--- config.mk ---
export PLATFORM = sky130hd
export DESIGN_NAME = teclado_flat
export DESIGN_NICKNAME = d
export VERILOG_FILES = /design/src/rtl/teclado_pkg.sv /design/src/rtl/teclado_if.sv /design/src/rtl/teclado_ps2_rx.sv /design/src/rtl/teclado.sv /design/src/flat_wrapper.sv
export SDC_FILE = /design/constraint.sdc
export NUM_CORES = 1
export LEC_CHECK = 0
export CORE_MARGIN = 2
export CORE_UTILIZATION = 50
export CTS_BUF_LIST = sky130_fd_sc_hd__clkbuf_8 sky130_fd_sc_hd__clkbuf_16
export DETAILED_ROUTE_END_ITERATION = 6
export GPL_ROUTABILITY_DRIVEN = 1
export GPL_TIMING_DRIVEN = 0
export HOLD_SLACK_MARGIN = 0.06
export PLACE_DENSITY = 0.77
export REMOVE_ABC_BUFFERS = 1
export SKIP_CTS_REPAIR_TIMING = 1
export SLEW_MARGIN = 20
export SYNTH_ARGS = -nofsm -noshare
export SYNTH_HDL_FRONTEND = slang
export SYNTH_SLANG_ARGS = --single-unit
export TNS_END_PERCENT = 20
--- constraint.sdc ---
create_clock -name clk -period 3.75 [get_ports clk]
set_clock_uncertainty 0.05 [all_clocks]
set_input_delay 0.75 -clock clk [delete_from_list [all_inputs] [get_ports clk]]
set_output_delay 0.75 -clock clk [all_outputs]
set_load 0.01 [all_outputs]
--- src/rtl/teclado_pkg.sv ---
// Shared constants and types for the PS/2 keyboard front end.
// Holds the frame geometry, the break prefix and the receiver state encoding.
package teclado_pkg;

  localparam logic [7:0] BREAK_CODE = 8'hF0;
  localparam int         FRAME_BITS = 11;
  localparam int         FILTER_LEN_DEFAULT = 8;

  typedef enum logic [1:0] {
    IDLE,
    DPS,
    LOAD
  } rx_state_t;

endpackage

--- src/rtl/teclado_if.sv ---
// PS/2 pin and key-report bundle between the connector side and the keyboard front end.
// The master drives the pins and the enable; the slave returns the decoded key reports.
interface teclado_if;

  logic       ps2d;
  logic       ps2c;
  logic       rx_en;
  logic       rx_done_tick;
  logic       new_data;
  logic [7:0] letra;

  modport master (
    output ps2d,
    output ps2c,
    output rx_en,
    input  rx_done_tick,
    input  new_data,
    input  letra
  );

  modport slave (
    input  ps2d,
    input  ps2c,
    input  rx_en,
    output rx_done_tick,
    output new_data,
    output letra
  );

endinterface

--- src/rtl/teclado_ps2_rx.sv ---
// PS/2 frame receiver: debounces the keyboard clock, detects its falling edges
// and shifts in 11-bit frames, pulsing rx_done_tick when a frame is complete.
module ps2_rx
  import teclado_pkg::*;
#(
  parameter int FILTER_LEN = FILTER_LEN_DEFAULT
) (
  input  logic       clk,
  input  logic       reset,
  input  logic       ps2d,
  input  logic       ps2c,
  input  logic       rx_en,
  output logic       rx_done_tick,
  output logic [7:0] dout
);

  logic [FILTER_LEN-1:0] filter_hist;
  logic                  filt_ps2c;
  logic                  filt_next;
  logic                  fall_edge;

  rx_state_t             state;
  logic [FRAME_BITS-1:0] b;
  logic [3:0]            n;
  logic                  unused_start_bit;

  // The filtered level only moves once the whole history agrees, which also
  // resynchronises the asynchronous ps2c line into the clk domain.
  always_comb begin
    filt_next = filt_ps2c;
    if (filter_hist == {FILTER_LEN{1'b1}}) begin
      filt_next = 1'b1;
    end else if (filter_hist == {FILTER_LEN{1'b0}}) begin
      filt_next = 1'b0;
    end
  end

  assign fall_edge = filt_ps2c & ~filt_next;

  always_ff @(posedge clk) begin
    if (reset) begin
      filter_hist <= {FILTER_LEN{1'b1}};
      filt_ps2c   <= 1'b1;
    end else begin
      filter_hist <= {ps2c, filter_hist[FILTER_LEN-1:1]};
      filt_ps2c   <= filt_next;
    end
  end

  // Start, parity and stop bits are shifted in but deliberately never checked.
  always_ff @(posedge clk) begin
    if (reset) begin
      state        <= IDLE;
      b            <= '0;
      n            <= 4'd0;
      rx_done_tick <= 1'b0;
    end else begin
      rx_done_tick <= 1'b0;
      case (state)
        IDLE: begin
          if (fall_edge && rx_en) begin
            b     <= {ps2d, b[FRAME_BITS-1:1]};
            n     <= 4'd9;
            state <= DPS;
          end
        end
        DPS: begin
          if (fall_edge) begin
            b <= {ps2d, b[FRAME_BITS-1:1]};
            if (n == 4'd0) begin
              state        <= LOAD;
              rx_done_tick <= 1'b1;
            end else begin
              n <= n - 4'd1;
            end
          end
        end
        LOAD: begin
          state <= IDLE;
        end
        default: begin
          state <= IDLE;
        end
      endcase
    end
  end

  assign dout             = b[8:1];
  assign unused_start_bit = b[0];

endmodule

--- src/rtl/teclado.sv ---
// PS/2 keyboard front end: receives frames and reports the scan code that
// follows each break prefix, i.e. the key that was just released.
module teclado #(
  parameter int         FILTER_LEN = 8,
  parameter logic [7:0] BREAK_CODE = teclado_pkg::BREAK_CODE
) (
  input  logic      clk,
  input  logic      reset,
  teclado_if.slave  bus
);

  logic       rx_done;
  logic [7:0] dout;
  logic       break_flag;
  logic [7:0] letra_q;
  logic       new_data_q;

  ps2_rx #(
    .FILTER_LEN (FILTER_LEN)
  ) u_rx (
    .clk          (clk),
    .reset        (reset),
    .ps2d         (bus.ps2d),
    .ps2c         (bus.ps2c),
    .rx_en        (bus.rx_en),
    .rx_done_tick (rx_done),
    .dout         (dout)
  );

  // Make codes (and E0 prefixes) arriving without a pending break are dropped;
  // a repeated break prefix simply keeps the flag armed.
  always_ff @(posedge clk) begin
    if (reset) begin
      break_flag <= 1'b0;
      letra_q    <= 8'h00;
      new_data_q <= 1'b0;
    end else begin
      new_data_q <= 1'b0;
      if (rx_done) begin
        if (dout == BREAK_CODE) begin
          break_flag <= 1'b1;
        end else if (break_flag) begin
          letra_q    <= dout;
          new_data_q <= 1'b1;
          break_flag <= 1'b0;
        end
      end
    end
  end

  assign bus.rx_done_tick = rx_done;
  assign bus.new_data     = new_data_q;
  assign bus.letra        = letra_q;

endmodule

--- src/flat_wrapper.sv ---
// flat-port wrapper written by rule: the top's interface ports become plain ports
module teclado_flat 
#(
  parameter int         FILTER_LEN = 8,
  parameter logic [7:0] BREAK_CODE = teclado_pkg::BREAK_CODE
)
  (clk, reset, bus_ps2d, bus_ps2c, bus_rx_en, bus_rx_done_tick, bus_new_data, bus_letra);
  teclado_if bus_i ();
  input  logic clk;
  input  logic reset;
  input wire logic [$bits(bus_i.ps2d)-1:0] bus_ps2d;
  input wire logic [$bits(bus_i.ps2c)-1:0] bus_ps2c;
  input wire logic [$bits(bus_i.rx_en)-1:0] bus_rx_en;
  output wire logic [$bits(bus_i.rx_done_tick)-1:0] bus_rx_done_tick;
  output wire logic [$bits(bus_i.new_data)-1:0] bus_new_data;
  output wire logic [$bits(bus_i.letra)-1:0] bus_letra;
  assign bus_i.ps2d = bus_ps2d;
  assign bus_i.ps2c = bus_ps2c;
  assign bus_i.rx_en = bus_rx_en;
  assign bus_rx_done_tick = bus_i.rx_done_tick;
  assign bus_new_data = bus_i.new_data;
  assign bus_letra = bus_i.letra;
  teclado #(.FILTER_LEN(FILTER_LEN), .BREAK_CODE(BREAK_CODE)) u_core (.clk(clk), .reset(reset), .bus(bus_i));
endmodule
==> results of run 1 <==
## layer usage
| metal | up-vias | wire length (um) | track usage |
|---|---|---|---|
| met5 | - | 0 | 0 |
| met2 | 13 | 1260 | 0.302 |
| met4 | 0 | 22 | 0.0748 |
| li1 | 526 | - | - |
| met3 | 4 | 96 | 0.0806 |
| met1 | 502 | 1090 | 0.179 |
## stage by stage
step	hold slack [ns]	setup slack, ns	std cells	cell area [um^2]	power [mW]
after floorplan	0.339	1.86	138	1340	0.397
after global placement	0.348	1.29	183	1520	0.407
after detailed placement	0.380	1.26	183	1520	0.407
after CTS	0.392	1.52	191	1610	0.677
after global routing	0.407	1.49	191	1600	0.693
final	0.398	1.56	191	1600	0.668
## Yosys cell counts, drive strengths merged, types with 2 or more instances
cell | n | area share
a21oi | 17 | 0.065
buf | 2 | 0.014
clkbuf | 5 | 0.014
dfxtp | 36 | 0.52
inv | 2 | 0.0055
mux2i | 9 | 0.065
nand2 | 22 | 0.062
nand2b | 3 | 0.014
nand4 | 3 | 0.014
nor2 | 12 | 0.033
nor2b | 2 | 0.0091
nor4 | 2 | 0.020
nor4b | 2 | 0.013
o21ai | 2 | 0.0073
o31ai | 2 | 0.011
or2 | 9 | 0.041
or3 | 2 | 0.0091
or4 | 3 | 0.025
## area by class of cell
| cell class | instances | area share |
|---|---|---|
| sequential | 36 | 0.450 |
| multi-input combinational | 100 | 0.381 |
| timing repair buffer | 14 | 0.0843 |
| clock buffer | 6 | 0.0515 |
| tap | 31 | 0.0242 |
| clock inverter | 2 | 0.00468 |
| inverter | 2 | 0.00468 |
## worst max-delay path: stages
cell and delay (ns):
clkdlybuf4s50_1 0.51, nor2_1 0.10, nor4_4 0.58, a21oi_1 0.15, a311oi_1 0.24
## state kept, by name (all words and copies together), names as in the netlist
register / cells
u_core.u_rx.state: 2
u_core.u_rx.b: 10
u_core.u_rx.filter_hist: 8
u_core.u_rx.n: 4
u_core.bus.letra: 8
u_core.u_rx.rx_done_tick: 1
u_core.break_flag: 1
u_core.u_rx.filt_ps2c: 1
u_core.bus.new_data: 1
## cells in the final DEF (no fill, tap or decap), drive strengths merged, types with 3 or more instances in the layout
cell,count
nand2,22
nor2,12
dfxtp,36
clkdlybuf4s50,13
clkbuf,6
or2,9
nand2b,3
inv,4
nand4,3
or4,3
a21oi,17
mux2i,9
## power groups by stage
stage          clock (mW)  sequential (mW)  combinational [mW]
2_1_floorplan           0            0.393             0.00376
6_report            0.270            0.385              0.0129
3_3_place_gp            0            0.394              0.0134
3_5_place_dp            0            0.394              0.0135
4_1_cts             0.278            0.385              0.0138
5_1_grt             0.293            0.385              0.0147
## logic make-up after synthesis
kind of cell,Yosys count
compound gates,23
fa+ha+maj,1
buf+inv,9
flops,36
mux,9
simple gates,67
## worst paths after layout
check / to / slack [ns] / depth (start not counted)
setup reg to reg: u_core.u_rx.n[0] / 1.61 / 4
hold / removal: u_core.u_rx.state[0] / 0.40 / 1
hold reg to reg: u_core.u_rx.state[0] / 0.40 / 1
setup / recovery: u_core.u_rx.n[0] / 1.56 / 5
==> flow_summary_export.csv, run 1 <==
group,metric,value,unit
global_routing,pin_count_of_the_biggest_net_entering_global_routing,37,
synth,synth-simple-area-share,0.275,
status,outcome,"finished clean",
sta,tightest_slew,0.745,ns
power_and_ir_drop,power_report.internal_total,534,uW
power_and_ir_drop,power.leakage,0.534,nW
finish,syn_to_final_growth,16.5,%
finish,final_nets,165,
critical_path,crit_path_max_fanout,14,
synth,synth_top_flop_cell,"dfxtp_1",
synth,muxShareOfSynthArea,0.0655,
finish,drive_gt1_frac,0.131,
power_and_ir_drop,net-switching-power,135,uW
detailed_routing,total_wire_length,2460,um
placement,finalWeightedCongestion,0.720,
clock_tree,clock_path_buffers,2,
synth,ys_types,33,
finish,insertedDiodeCount,0,
sta,min_period_over_period,0.584,
power_and_ir_drop,power.ir.vdd_worst,386,uV
finish,filler_cell_count,244,
critical_path,worstSetupStartpointType,"primary input",
detailed_routing,detail-route-antenna-nets,0,
global_routing,grt_pass1_vias,1025,
floorplan,die_y,56.5,um
min_path,hp-class,"reg2reg",
finish,finalCoreUtilization,0.597,
synth,number_of_synthesized_flops_with_an_enable_pin,0,
power_and_ir_drop,cellPowerDensity,417,nW/um^2
sta,max_freq,0.457,GHz
power_and_ir_drop,power.share.clock,0.405,
clock_tree,insertion_delay,0.29,ns
detailed_routing,vias,1045,
detailed_routing,drtIter0Drc,20,
sta,max_slew_violation_count,0,
sta,max_slew_margin,0.499,
detailed_routing,drc,0,
synth,synth_seq_cells,36,
clock_tree,cts.sinks,36,
floorplan,initial_core_util,0.512,
critical_path,critical_path.reg2reg.startpoint,"u_core.u_rx.filter_hist[4]",
clock_tree,clk_pin_slew_worst_paths,0.06,ns
finish,ff_latch_area,721,um^2
sta,number_of_setup_violations_in_the_final_report,0,
synth,syn-cell-area,1380,um^2
synth,ys_async_sr_fraction,0,
sta,post-route-min-period,2.19,ns
critical_path,critPathLaunch,"bus_rx_en",
clock_tree,htree_levels,2,
detailed_routing,post_drt_wl_per_cell,12.9,um
run,cap_viol_max_count,0,
clock_tree,cts-root-buf,"clkbuf_8",
sta,rsz_0062_raised_after_global_routing,"false",
detailed_routing,drt_first_pass_iters,4,
synth,ys_seq_area_frac,0.524,
synth,synthXorXnorAreaFrac,0,
floorplan,die-area,3190,um^2
floorplan,io_pins,15,
power_and_ir_drop,combinationalPowerShare,0.019,
sta,final_hold_viol_count,0,
placement,portBuffers,14,
finish,multiInputGateArea,611,um^2
detailed_routing,viasPerCell,5.47,
synth,synth-compound-area-share,0.0936,
placement,hpwlAfterDp,1720,um
power_and_ir_drop,sequentialPowerShare,0.576,
floorplan,die_width,56.5,um
clock_tree,cts_tree,"built",
power_and_ir_drop,power.switching_fraction,0.202,
floorplan,fp.coreArea,2690,um^2
synth,post_synthesis_cell_count,145,
synth,post_synthesis_share_of_cell_area_spent_on_full_adders_half_adders_and_majority_gates,0.00909,
critical_path,required_time_worst_endpoint,3.90,ns
clock_tree,numCtsBuffers,5,
synth,syn_area_per_cell,9.49,um^2
critical_path,cp-end-kind,"register",
global_routing,grt_first_pass_wirelength,4230,um
sta,finalSetupTns,0,ns
global_routing,grt_overflow,0,
min_path,hold_path.startpoint,"u_core.u_rx.state[1]",
floorplan,num_rows,19,
critical_path,criticalPathCategory,"in2reg",
critical_path,timing.critical_path.arrival,2.34,ns
synth,combinational_family_with_the_most_area_after_synthesis,"simple AND/OR/NAND/NOR gates",
global_routing,grt_use_total,0.175,
global_routing,antenna_found_initial,0,
synth,ys.warnings.count,0,
Note: power is estimated with default switching activity, not from simulation.
==> run 2, diff against run 1 <==
==> constraint.sdc (replaced) <==
create_clock -name clk -period 2.2 [get_ports clk]
set_clock_uncertainty 0.05 [all_clocks]
set_input_delay 0.44 -clock clk [delete_from_list [all_inputs] [get_ports clk]]
set_output_delay 0.44 -clock clk [all_outputs]
set_load 0.01 [all_outputs]
==> run 2 against run 1 <==
Sequential cell count unchanged. Final area up 1.4%. Total power up 71%. Critical path type is now reg2reg. Combinational power up 74%. Die area unchanged. Global-route usage unchanged. Non-clock buffer count up 3. Highest routed layer unchanged. Sequential power up 70%. Utilization up 0.84 points.
==> flow_summary_export.csv, run 2 (synthesis results as in run 1) <==
group,metric,value,unit
floorplan,fp.coreArea,2690,um^2
status,outcome,"finished clean",
finish,syn_to_final_growth,18.1,%
critical_path,crit_path_max_fanout,13,
clock_tree,clock_path_buffers,2,
detailed_routing,total_wire_length,2490,um
floorplan,die-area,3190,um^2
clock_tree,clk_pin_slew_worst_paths,0.07,ns
finish,final_cell_count_no_fill,194,
clock_tree,cts.sinks,36,
clock_tree,insertion_delay,0.29,ns
critical_path,criticalPathCategory,"reg2reg",
power_and_ir_drop,cellPowerDensity,702,nW/um^2
floorplan,die_y,56.5,um
sta,number_of_setup_violations_in_the_final_report,0,
critical_path,worst_r2r_endpoint,"u_core.u_rx.n[1]",
detailed_routing,drc,0,
min_path,timing.hold.worst_path_depth,1,
power_and_ir_drop,power_report.internal_total,909,uW
power_and_ir_drop,combinationalPowerShare,0.020,
placement,hpwlAfterDp,1720,um
critical_path,regToRegSetupSlack,0.20,ns
floorplan,initial_core_util,0.512,
min_path,hp-class,"reg2reg",
clock_tree,htree_levels,2,
sta,rsz_0062_raised_after_global_routing,"false",
sta,finalSetupTns,0,ns
power_and_ir_drop,net-switching-power,231,uW
finish,layout.cells.most_common,"dfxtp_1",
placement,placed_instance_area,1520,um^2
critical_path,reg2regPathDepth,4,
placement,dp_cells,183,
clock_tree,numCtsBuffers,5,
global_routing,pin_count_of_the_biggest_net_entering_global_routing,37,
power_and_ir_drop,power.leakage,0.550,nW
clock_tree,cts_tree,"built",
sta,post-route-min-period,2.00,ns
finish,ff_latch_area,721,um^2
finish,filler_cell_count,241,
power_and_ir_drop,power.share.clock,0.405,
detailed_routing,vias,1044,
sta,setup_ws,0.203,ns
finish,insertedDiodeCount,0,
detailed_routing,drt_first_pass_iters,4,
run,cap_viol_max_count,0,
power_and_ir_drop,power.switching_fraction,0.202,
global_routing,grt_pass1_vias,1025,
finish,final_nets,168,
min_path,timing.hold.worst_endpoint,"u_core.u_rx.state[0]",
floorplan,num_rows,19,
detailed_routing,post_drt_wl_per_cell,12.8,um
sta,max_slew_margin,0.605,
finish,largest_register_ff_count,10,
placement,finalWeightedCongestion,0.720,
global_routing,grt_use_total,0.175,
sta,max_freq,0.501,GHz
critical_path,cpPeakStageDelay,0.66,ns
floorplan,die_width,56.5,um
global_routing,antenna_found_initial,0,
critical_path,crit_path_top_delay_cell,"or4_4",
critical_path,timing.critical_path.arrival,2.09,ns
sta,tightest_slew,0.592,ns
power_and_ir_drop,power.ir.vdd_worst,657,uV
critical_path,worstSetupStartpointType,"register",
sta,final_hold_viol_count,0,
global_routing,grt_overflow,0,
critical_path,crit_path_cell_chain,"or4_4 > or4_4 > o21ai_1 > a21oi_1",
placement,portBuffers,14,
critical_path,crit_top_cell,"or4_4",
power_and_ir_drop,sequentialPowerShare,0.576,
detailed_routing,drtIter0Drc,15,
sta,max_slew_violation_count,0,
clock_tree,cts-root-buf,"clkbuf_8",
finish,largest_register,"u_core.u_rx.b",
detailed_routing,detail-route-antenna-nets,0,
finish,layout.cells.most_common_list,"36 x dfxtp_1, 21 x nand2_1, 16 x a21oi_1, 13 x clkdlybuf4s50_1, 12 x nor2_1",
global_routing,grt_first_pass_wirelength,4230,um
finish,multiInputGateArea,611,um^2
sta,min_period_over_period,0.908,
min_path,hold_path.startpoint,"u_core.u_rx.state[1]",
critical_path,required_time_worst_endpoint,2.29,ns
critical_path,cp-end-kind,"register",
critical_path,critical_path.reg2reg.startpoint,"u_core.u_rx.filter_hist[4]",
finish,finish.instance_area,1630,um^2
detailed_routing,viasPerCell,5.38,
placement,place_worst_setup_slack,0.0159,ns
finish,drive_gt1_frac,0.147,
floorplan,io_pins,15,
## run 2: cell count changes in the layout (fill, tap and decap cells not counted), sizes merged
| cell | change |
|---|---|
| buf | +3 |
## run 2: power by group through the flow
stage | clock [mW] | combinational (mW) | sequential [mW]
global placement | 0 | 0.0228 | 0.671
global route | 0.500 | 0.0252 | 0.656
detailed placement | 0 | 0.0230 | 0.671
floorplan | 0 | 0.00641 | 0.671
finish | 0.461 | 0.0224 | 0.656
CTS | 0.473 | 0.0236 | 0.656
## run 2: critical path: cells and delay by family (launching register included)
| family | cells | cell delay (ns) |
|---|---|---|
| DFF | 1 | 0.32 |
| AOI/OAI and AO/OA | 2 | 0.25 |
| and+or+nand+nor | 2 | 1.23 |
## run 2: how the worst max path moves through the flow
stage,start,end,cells after the start
final,u_core.u_rx.filter_hist[4],u_core.u_rx.n[1],4
after detailed placement,bus_rx_en,u_core.u_rx.n[0],5
after global routing,u_core.u_rx.filter_hist[4],u_core.u_rx.n[3],4
after CTS,u_core.u_rx.filter_hist[4],u_core.u_rx.n[0],4
after floorplan,u_core.u_rx.filter_hist[4],u_core.u_rx.n[0],4
after global placement,reset,u_core.u_rx.filter_hist[3],2
## run 2: per-stage QoR
stage | hold slack, ns | util | power, mW
2_1_floorplan | 0.339 | - | 0.677
3_3_place_gp | 0.348 | 0.565 | 0.694
3_5_place_dp | 0.380 | 0.565 | 0.694
4_1_cts | 0.392 | 0.599 | 1.15
5_1_grt | 0.412 | 0.605 | 1.18
6_report | 0.393 | 0.605 | 1.14
## run 2: layout make-up
type,count,area share
inverters,2,0.00462
flip-flops and latches,36,0.443
clock buffers,6,0.0508
well taps,31,0.0239
repair buffers,17,0.0970
clock inverters,2,0.00462
multi-input cells,100,0.376
## run 2: metal layers
metal / up-vias / share of wire / global-route usage
met1: 491 / 0.43 / 0.179
met2: 16 / 0.51 / 0.302
met4: 0 / 0.011 / 0.0748
met5: - / 0 / 0
met3: 5 / 0.045 / 0.0806
li1: 532 / - / -
==> run 3, diff against run 2 <==
==> constraint.sdc (replaced) <==
create_clock -name clk -period 2.5 [get_ports clk]
set_clock_uncertainty 0.05 [all_clocks]
set_input_delay 0.5 -clock clk [delete_from_list [all_inputs] [get_ports clk]]
set_output_delay 0.5 -clock clk [all_outputs]
set_load 0.01 [all_outputs]
==> results of run 3 <==
The final DEF is identical to that of run 1. Status: finished clean.
Main changes from that run: setup slack after placement 1.26 ns -> 0.256 ns; setup slack after layout 1.56 ns -> 0.362 ns; start point of the critical path bus_rx_en -> u_core.u_rx.filter_hist[4]; register-to-register setup slack 1.61 ns -> 0.36 ns; total power 0.668 mW -> 1.00 mW; worst IR drop on VDD 386 uV -> 579 uV
